[src/rtl/core_io_responder.sv]
// core_io_responder: serialises core `out` words onto a TX byte stream and
// assembles core `in` words from a buffered RX byte stream (little-endian).
// Ports: clk, rst (sync, active-low); core side out_req/out_data,
//   in_req/in_data, done, busy; UART side tx_data/tx_valid/tx_ready,
//   rx_data/rx_valid; sticky flags rx_overflow, proto_err.
// Optional: define CORE_IO_STATS_EN to add tx_words/rx_words done counters.
module core_io_responder #(
    parameter int WORD_BYTES    = 4,
    parameter int RX_FIFO_DEPTH = 16
) (
    input  logic        clk,
    input  logic        rst,
    input  logic        out_req,
    input  logic [31:0] out_data,
    input  logic        in_req,
    output logic [31:0] in_data,
    output logic        done,
    output logic        busy,
    output logic [7:0]  tx_data,
    output logic        tx_valid,
    input  logic        tx_ready,
    input  logic [7:0]  rx_data,
    input  logic        rx_valid,
    output logic        rx_overflow,
    output logic        proto_err
`ifdef CORE_IO_STATS_EN
    ,
    output logic [15:0] tx_words,
    output logic [15:0] rx_words
`endif
);

    localparam int PW = $clog2(RX_FIFO_DEPTH);
    localparam int CW = PW + 1;
    localparam logic [1:0] LAST = 2'(WORD_BYTES - 1);
    localparam logic [CW-1:0] FULL = CW'(RX_FIFO_DEPTH);

    typedef enum logic [1:0] {
        IDLE,
        TX,
        RX,
        DONE
    } state_t;

    state_t        state;
    logic [1:0]    idx;
    logic [1:0]    idx_next;
    logic [31:0]   word;
    logic [7:0]    mem [RX_FIFO_DEPTH];
    logic [PW-1:0] wr_ptr;
    logic [PW-1:0] rd_ptr;
    logic [CW-1:0] count;
    logic          full;
    logic          push;
    logic          pop;
    logic          hs;
    logic          tx_last;
    logic          rx_last;

    // Occupancy is taken at the start of the cycle, so a byte arriving
    // this cycle is never popped in the same cycle it is written.
    assign full     = (count == FULL);
    assign push     = rx_valid && !full;
    assign pop      = (state == RX) && (count != '0);
    assign hs       = (state == TX) && tx_valid && tx_ready;
    assign idx_next = idx + 2'd1;
    assign tx_last  = hs && (idx == LAST);
    assign rx_last  = pop && (idx == LAST);

    always_ff @(posedge clk) begin
        if (push) begin
            mem[wr_ptr] <= rx_data;
        end
    end

    always_ff @(posedge clk) begin
        if (!rst) begin
            wr_ptr      <= '0;
            rd_ptr      <= '0;
            count       <= '0;
            rx_overflow <= 1'b0;
        end else begin
            if (push) begin
                wr_ptr <= wr_ptr + PW'(1);
            end
            if (pop) begin
                rd_ptr <= rd_ptr + PW'(1);
            end
            if (push && !pop) begin
                count <= count + CW'(1);
            end else if (!push && pop) begin
                count <= count - CW'(1);
            end
            if (rx_valid && full) begin
                rx_overflow <= 1'b1;
            end
        end
    end

    always_ff @(posedge clk) begin
        if (!rst) begin
            state     <= IDLE;
            idx       <= '0;
            word      <= '0;
            in_data   <= '0;
            done      <= 1'b0;
            busy      <= 1'b0;
            tx_data   <= '0;
            tx_valid  <= 1'b0;
            proto_err <= 1'b0;
        end else begin
            done <= 1'b0;
            unique case (state)
                IDLE: begin
                    if (out_req) begin
                        word     <= out_data;
                        idx      <= '0;
                        tx_data  <= out_data[7:0];
                        tx_valid <= 1'b1;
                        busy     <= 1'b1;
                        state    <= TX;
                        if (in_req) begin
                            proto_err <= 1'b1;
                        end
                    end else if (in_req) begin
                        in_data <= '0;
                        idx     <= '0;
                        busy    <= 1'b1;
                        state   <= RX;
                    end
                end
                TX: begin
                    if (tx_last) begin
                        tx_valid <= 1'b0;
                        busy     <= 1'b0;
                        done     <= 1'b1;
                        state    <= DONE;
                    end else if (hs) begin
                        idx     <= idx_next;
                        tx_data <= word[{idx_next, 3'b000} +: 8];
                    end
                end
                RX: begin
                    if (pop) begin
                        in_data[{idx, 3'b000} +: 8] <= mem[rd_ptr];
                        idx <= idx_next;
                    end
                    if (rx_last) begin
                        busy  <= 1'b0;
                        done  <= 1'b1;
                        state <= DONE;
                    end
                end
                DONE: begin
                    state <= IDLE;
                end
                default: begin
                    state <= IDLE;
                end
            endcase
            if ((state != IDLE) && (out_req || in_req)) begin
                proto_err <= 1'b1;
            end
        end
    end

`ifdef CORE_IO_STATS_EN
    always_ff @(posedge clk) begin
        if (!rst) begin
            tx_words <= '0;
            rx_words <= '0;
        end else begin
            if (tx_last) begin
                tx_words <= tx_words + 16'd1;
            end
            if (rx_last) begin
                rx_words <= rx_words + 16'd1;
            end
        end
    end
`endif

endmodule
[config.mk]
export PLATFORM = sky130hd
export DESIGN_NAME = core_io_responder
export DESIGN_NICKNAME = d
export VERILOG_FILES = /design/src/rtl/core_io_responder.sv
export SDC_FILE = /design/constraint.sdc
export NUM_CORES = 1
export LEC_CHECK = 0
export ABC_AREA = 1
export BUFFER_PORTS_ARGS = -buffer_cell sky130_fd_sc_hd__buf_2
export CAP_MARGIN = 20
export CORE_UTILIZATION = 35
export DETAILED_ROUTE_END_ITERATION = 7
export RECOVER_POWER = 100
export SYNTH_ARGS = -nofsm -noshare
export SYNTH_HDL_FRONTEND = slang
export SYNTH_SLANG_ARGS = --single-unit
[constraint.sdc]
create_clock -name clk -period 2.5 [get_ports clk]
set_input_delay 0.125 -clock clk [delete_from_list [all_inputs] [get_ports clk]]
set_output_delay 0.125 -clock clk [all_outputs]
set_load 0.05 [all_outputs]
==> flow_summary.ini, run 1 <==
[worst_setup_path]
cp-end-kind = flip-flop
arrival_ps = 2660
crit_fanout = 5
critPathLaunchType = flip-flop
worst_r2r_path_depth = 13
critPathKind = flip-flop to flip-flop
critPathRequiredTime_ps = 2910

[floorplan]
rows = 60
ioPinCount = 91
start_util_pct = 36.0
die_w_um = 169
die_area_mm2 = 0.0286
fp.dieH_um = 169
core_mm2 = 0.0272

[yosys]
netlist_area_mm2 = 0.00978
yosys-top-cells-count = nand2_1, inv_1, edfxtp_1
yosysMostFrequentCell = nand2_1
ys.flop_type = edfxtp_1
synth_cells = 1088
ys_seq_area_share_pct = 59.3
synth_top_area_share_pct = 39.3
synth_edf_count = 128
synthTopCellsByArea = edfxtp_1, dfxtp_1, nand2_1
avgSynthCellArea_um2 = 8.99
synth_cell_type_count = 33
syn_nets = 1153
yosysWarnings = 0
async_reset_ff_share_pct = 0
synth_top_area_cell = edfxtp_1
ys_ff_latch = 226

[global_route]
use_met2_pct = 29.2
antenna_found_initial = 0
grt.busiest_layer = met2
grtUsageMet1_pct = 22.5
grt_remaining_overflow = 0
grt_pass1_wl_um = 38600
grt_max_degree = 65
grt_pass1_vias = 7396
use_met3_pct = 2.10
gr-usage-all-layers_pct = 17.1

[pwr]
p_switching_mw = 4.36
p_total_mw = 11.9
swShare_pct = 36.6
clkPwrFrac_pct = 30.2
internal_power_mw = 7.54
power_density_mw_per_mm2 = 1010
leakage_nw = 4.74
seq_power_share_pct = 38.2
combPwrFrac_pct = 31.6
vdd.ir_drop.worst_mv = 0.804

[hold_path]
min_path_cells = 6
min_path_type = primary input to flip-flop

[placed_design]
dp_hpwl_um = 15600
pre_cts_slack_ps = 124
gp_congestion = 0.807
portBuffers = 90

[sta]
fin_ws_ps = 248
rsz0062_at_grt = false
fin_tns_setup_ps = 0
setup_viol = 0
timing.final.crit_period_ps = 2250
fmax_mhz = 444
max_slew.worst_pin.slew_ps = 949
layout_worst_path_cycle_share_pct = 90.1
finalHoldViolations = 0
drv_slew = 0
clock_skew_ps = 10.4
slew_headroom_pct = 36.7

[drt]
drt-total-wl_um = 24300
first_pass_iters = 5
drt_iter0_markers = 541
vias = 7629
routedWlPerCell_um = 15.1
vias_per_cell = 4.74
antenna_left = 0
route.detailed.drc = 0

[clocking]
cts_tree = yes
h-tree-depth = 1
cts.sinks = 226
cts_buffers = 24
clk_latency_ps = 520
cts-root-buf = clkbuf_16
clk_path_buf_depth = 3
cts.reportedPaths.clkPinSlew_ps = 60
post_cts_buffers = 0

[layout]
layout-drive-gt1-share_pct = 8.31
layout.nets = 1286
syn2layout_area_growth_pct = 20.1
antenna_cells = 0
fill_cells = 2726

[status]
status = finished clean

[flow_run]
drv_cap = 0
[layer usage]
metal  vias up  wire length [um]
li1       3857                 -
met1      3568             11000
met2       163             11600
met3        41              1010
met4         0               608
met5         -                 0
[state kept, by name (all words and copies together) (netlist names), 2 cells and up, named ones only]
| register | cells |
|---|---|
| mem | 128 |
| in_data | 32 |
| word | 32 |
| tx_data | 8 |
| count | 5 |
| rd_ptr | 4 |
| wr_ptr | 4 |
| idx | 2 |
| state | 2 |
[cell type report]
type                    count  area, um2  share of cell area, %
clock inverters            10        101                  0.862
flip-flops and latches    226       5810                   49.4
repair buffers            158        941                   8.01
multi-input cells         677       3240                   27.5
well taps                 372        465                   3.96
clock buffers              34        699                   5.95
inverters                 134        503                   4.28
[kinds of logic after synthesis]
group	share of synthesized area, %
compound gates	8.53
xor+xnor	0.179
fa+ha+maj	2.51
buf+inv	7.53
flops	59.3
simple gates	21.9
[final timing paths]
kind	from	endpoint	slack [ps]
worst min-delay path	out_req	tx_valid	140
worst max-delay path	count[1]	count[4]	250
worst min register to register	rd_ptr[3]	flip-flop	460
worst max register to register	count[1]	count[4]	250
[timing repair]
item                                    CTS  global route
hold buffers                             35             0
endpoints found under the setup margin    0             2
hold endpoints to repair                 45             0
resized for setup                         0             7
[metrics by stage]
step / instances / util (%) / area [um2] / hold WS, ps
2_1_floorplan: 1088 / - / 9780 / 224
3_3_place_gp: 1532 / 39.5 / 10700 / 374
3_5_place_dp: 1532 / 39.5 / 10700 / 383
4_1_cts: 1611 / 43.8 / 11900 / 24.2
5_1_grt: 1611 / 43.3 / 11800 / 171
6_report: 1611 / 43.3 / 11800 / 144
[power groups by stage]
stage          combinational [mW]  sequential [mW]  clock [mW]
6_report                     3.76             4.54        3.59
5_1_grt                      4.19             4.59        3.79
3_5_place_dp                 3.78             4.60           0
3_3_place_gp                 3.73             4.59           0
2_1_floorplan                2.39             4.88           0
4_1_cts                      3.83             4.52        3.65
[worst max-delay path, stage by stage, from the launching register on]
cell and delay, ps:
dfxtp_1 460, nor2_4 70, nand3_1 70, nand2_1 100
inv_1 90, ha_1 190, inv_2 80, fa_1 400
a21oi_1 150, nor2_1 80, o21ai_0 140, nand3_1 100
o21ai_0 160, a21oi_1 50
[placed cells by master (no fill, tap or decap), drive strengths merged, types with 51 or more instances in the layout]
cell	count
buf	51
a21oi	52
nor2	115
inv	131
edfxtp	128
clkbuf	106
nand3	114
dfxtp	98
nand2	249
o21ai	77
(Power assumes the default switching activity.)
==> inputs of run 2 (changes only) <==
- ABC_AREA: 1 -> 0
- CTS_CLUSTER_SIZE: default -> 30
- PLACE_DENSITY: default -> 0.57
==> run 2 against run 1 <==
Net effect:
- flip-flop and latch count unchanged
- synthesized cell count fell by 34%
- non-clock buffer count rose by 14
- utilization hardly changed
- final cell count is 24% lower
- sequential power decreased by 0.9%
- combinational power is 24% lower
- critical endpoint unchanged
- largest power group unchanged
- highest routed layer unchanged
==> flow_summary.ini, run 2 <==
[status]
status = finished clean

[worst_setup_path]
rrSetupSlack_ps = 110
r2r_end = count[4]
arrival_ps = 2850
cp-end-kind = flip-flop
critPathKind = flip-flop to flip-flop
critPathLaunchType = flip-flop
worst_r2r_path_depth = 9
timing.rr.start = count[3]
crit_fanout = 5
critPathRequiredTime_ps = 2960

[sta]
rsz0062_at_grt = false
fin_tns_setup_ps = 0
timing.hold.ws_ps = 30.7
clock_skew_ps = 16.1
drv_slew = 0
layout_worst_path_cycle_share_pct = 95.5
setup_viol = 0
fin_ws_ps = 113
max_slew.worst_pin.slew_ps = 924
fmax_mhz = 419
slew_headroom_pct = 38.2
timing.final.crit_period_ps = 2390
finalHoldViolations = 0

[floorplan]
die_area_mm2 = 0.0280
ioPinCount = 91
core_mm2 = 0.0269
start_util_pct = 35.6
die_w_um = 167
fp.dieH_um = 167
rows = 60

[yosys]
yosysWarnings = 0
ys_seq_area_share_pct = 60.7
synth_cells = 714
synth_cell_type_count = 57
netlist_area_mm2 = 0.00957
avgSynthCellArea_um2 = 13.4
yosys-top-cells-count = edfxtp_1, dfxtp_1, nand2_1
synth_edf_count = 128
async_reset_ff_share_pct = 0
synthTopCellsByArea = edfxtp_1, dfxtp_1, mux4_2
synth_top_area_cell = edfxtp_1
synth_top_area_share_pct = 40.2
syn_nets = 779
ys.flop_type = edfxtp_1
ys_ff_latch = 226
yosysMostFrequentCell = edfxtp_1

[drt]
drt_iter0_markers = 510
antenna_left = 0
vias_per_cell = 5.18
drt-total-wl_um = 22800
first_pass_iters = 5
vias = 6346
route.detailed.drc = 0
routedWlPerCell_um = 18.6

[clocking]
cts_tree = yes
h-tree-depth = 1
cts.reportedPaths.clkPinSlew_ps = 60
cts_buffers = 26
clk_latency_ps = 530
cts-root-buf = clkbuf_16
cts.sinks = 226
clk_path_buf_depth = 3

[pwr]
p_total_mw = 10.9
leakage_nw = 4.06
clkPwrFrac_pct = 32.3
seq_power_share_pct = 41.4
internal_power_mw = 7.35
p_switching_mw = 3.54
vdd.ir_drop.worst_mv = 0.418
power_density_mw_per_mm2 = 936
combPwrFrac_pct = 26.4
swShare_pct = 32.5

[layout]
layout.nets = 932
final_common_cell = edfxtp_1
syn2layout_area_growth_pct = 21.5
regMostFlops = mem
layout-drive-gt1-share_pct = 17.5
antenna_cells = 0
fin_area_mm2 = 0.0116
fill_cells = 2526
top_regs = mem (128), in_data (32), word (32)
final_cell_mix = edfxtp_1, dfxtp_1, nand2_1
largest_reg_flops = 128

[hold_path]
min_path_cells = 4
hp-start = in_req
min_path_type = primary input to flip-flop
min_to = proto_err

[global_route]
grt.busiest_layer = met2
grtUsageMet1_pct = 22.0
use_met3_pct = 2.69
use_met2_pct = 27.1
antenna_found_initial = 0
grt_max_degree = 40
grt_remaining_overflow = 0
gr-usage-all-layers_pct = 16.2
grt_pass1_wl_um = 35600
grt_pass1_vias = 6189

[placed_design]
place_area_mm2 = 0.0106
dp_hpwl_um = 15000
pre_cts_slack_ps = 43.2
gp_congestion = 0.805
portBuffers = 90

[flow_run]
drv_cap = 0
==> run 2: worst max-delay path by stage <==
| stage | from | depth (start not counted) | slack [ps] | endpoint |
|---|---|---|---|---|
| final | count[3] | 9 | 110 | count[4] |
| after global routing | count[3] | 9 | 3 | count[4] |
| after CTS | count[3] | 9 | 40 | count[4] |
| after detailed placement | count[3] | 9 | 40 | count[4] |
| after global placement | count[3] | 9 | 60 | count[4] |
| after floorplan | count[3] | 9 | 0.2 | count[4] |
==> run 2: critical path, stage by stage (launching register included) <==
cell	delay (ps)
dfxtp_2	320
or4_4	550
o21ai_4	180
ha_4	160
inv_2	60
ha_1	320
a21o_1	200
a21oi_2	140
mux2i_1	220
mux2i_1	180
==> run 2: cells by family after synthesis <==
group / share of synthesized area (%)
XOR/XNOR: 0.732
adder cells (fa/ha/maj): 2.67
AO/OA/AOI/OAI: 9.96
multiplexers: 13.2
flip-flops: 60.7
buffers and inverters: 3.53
AND/OR/NAND/NOR: 9.28
==> run 2: routing by layer <==
layer,vias up,wire length [um]
met3,28,1020
met5,-,0
met2,150,11100
met4,0,367
met1,3135,10300
li1,3033,-
==> run 2: power groups by stage <==
stage                     Sequential, mW  Clock (mW)  Combinational, mW
after floorplan                     4.88           0               1.64
after global routing                4.54        3.75               3.13
after detailed placement            4.57           0               2.90
final                               4.50        3.52               2.87
after global placement              4.57           0               2.90
after CTS                           4.50        3.59               2.97
==> run 2: timing repair <==
action                                 4_1_cts  5_1_grt
setup endpoints to repair                    0        1
setup buffers                                0        0
gates resized for setup                      0        1
endpoints found under the hold margin      155        0
hold buffers                                41        0
==> run 2: layout make-up <==
type | instances | area, um2 | area share, %
clock inverters | 11 | 88.8 | 0.764
repair buffers | 172 | 1070 | 9.17
flip-flops and latches | 226 | 5810 | 50.0
clock buffers | 34 | 701 | 6.02
multi-input cells | 418 | 3450 | 29.7
well taps | 341 | 427 | 3.67
inverters | 23 | 86.3 | 0.742
==> run 2: metrics by stage <==
step | instances | util [%]
floorplan | 714 | -
global placement | 1139 | 39.3
detailed placement | 1139 | 39.3
CTS | 1225 | 43.7
global route | 1225 | 43.3
finish | 1225 | 43.3
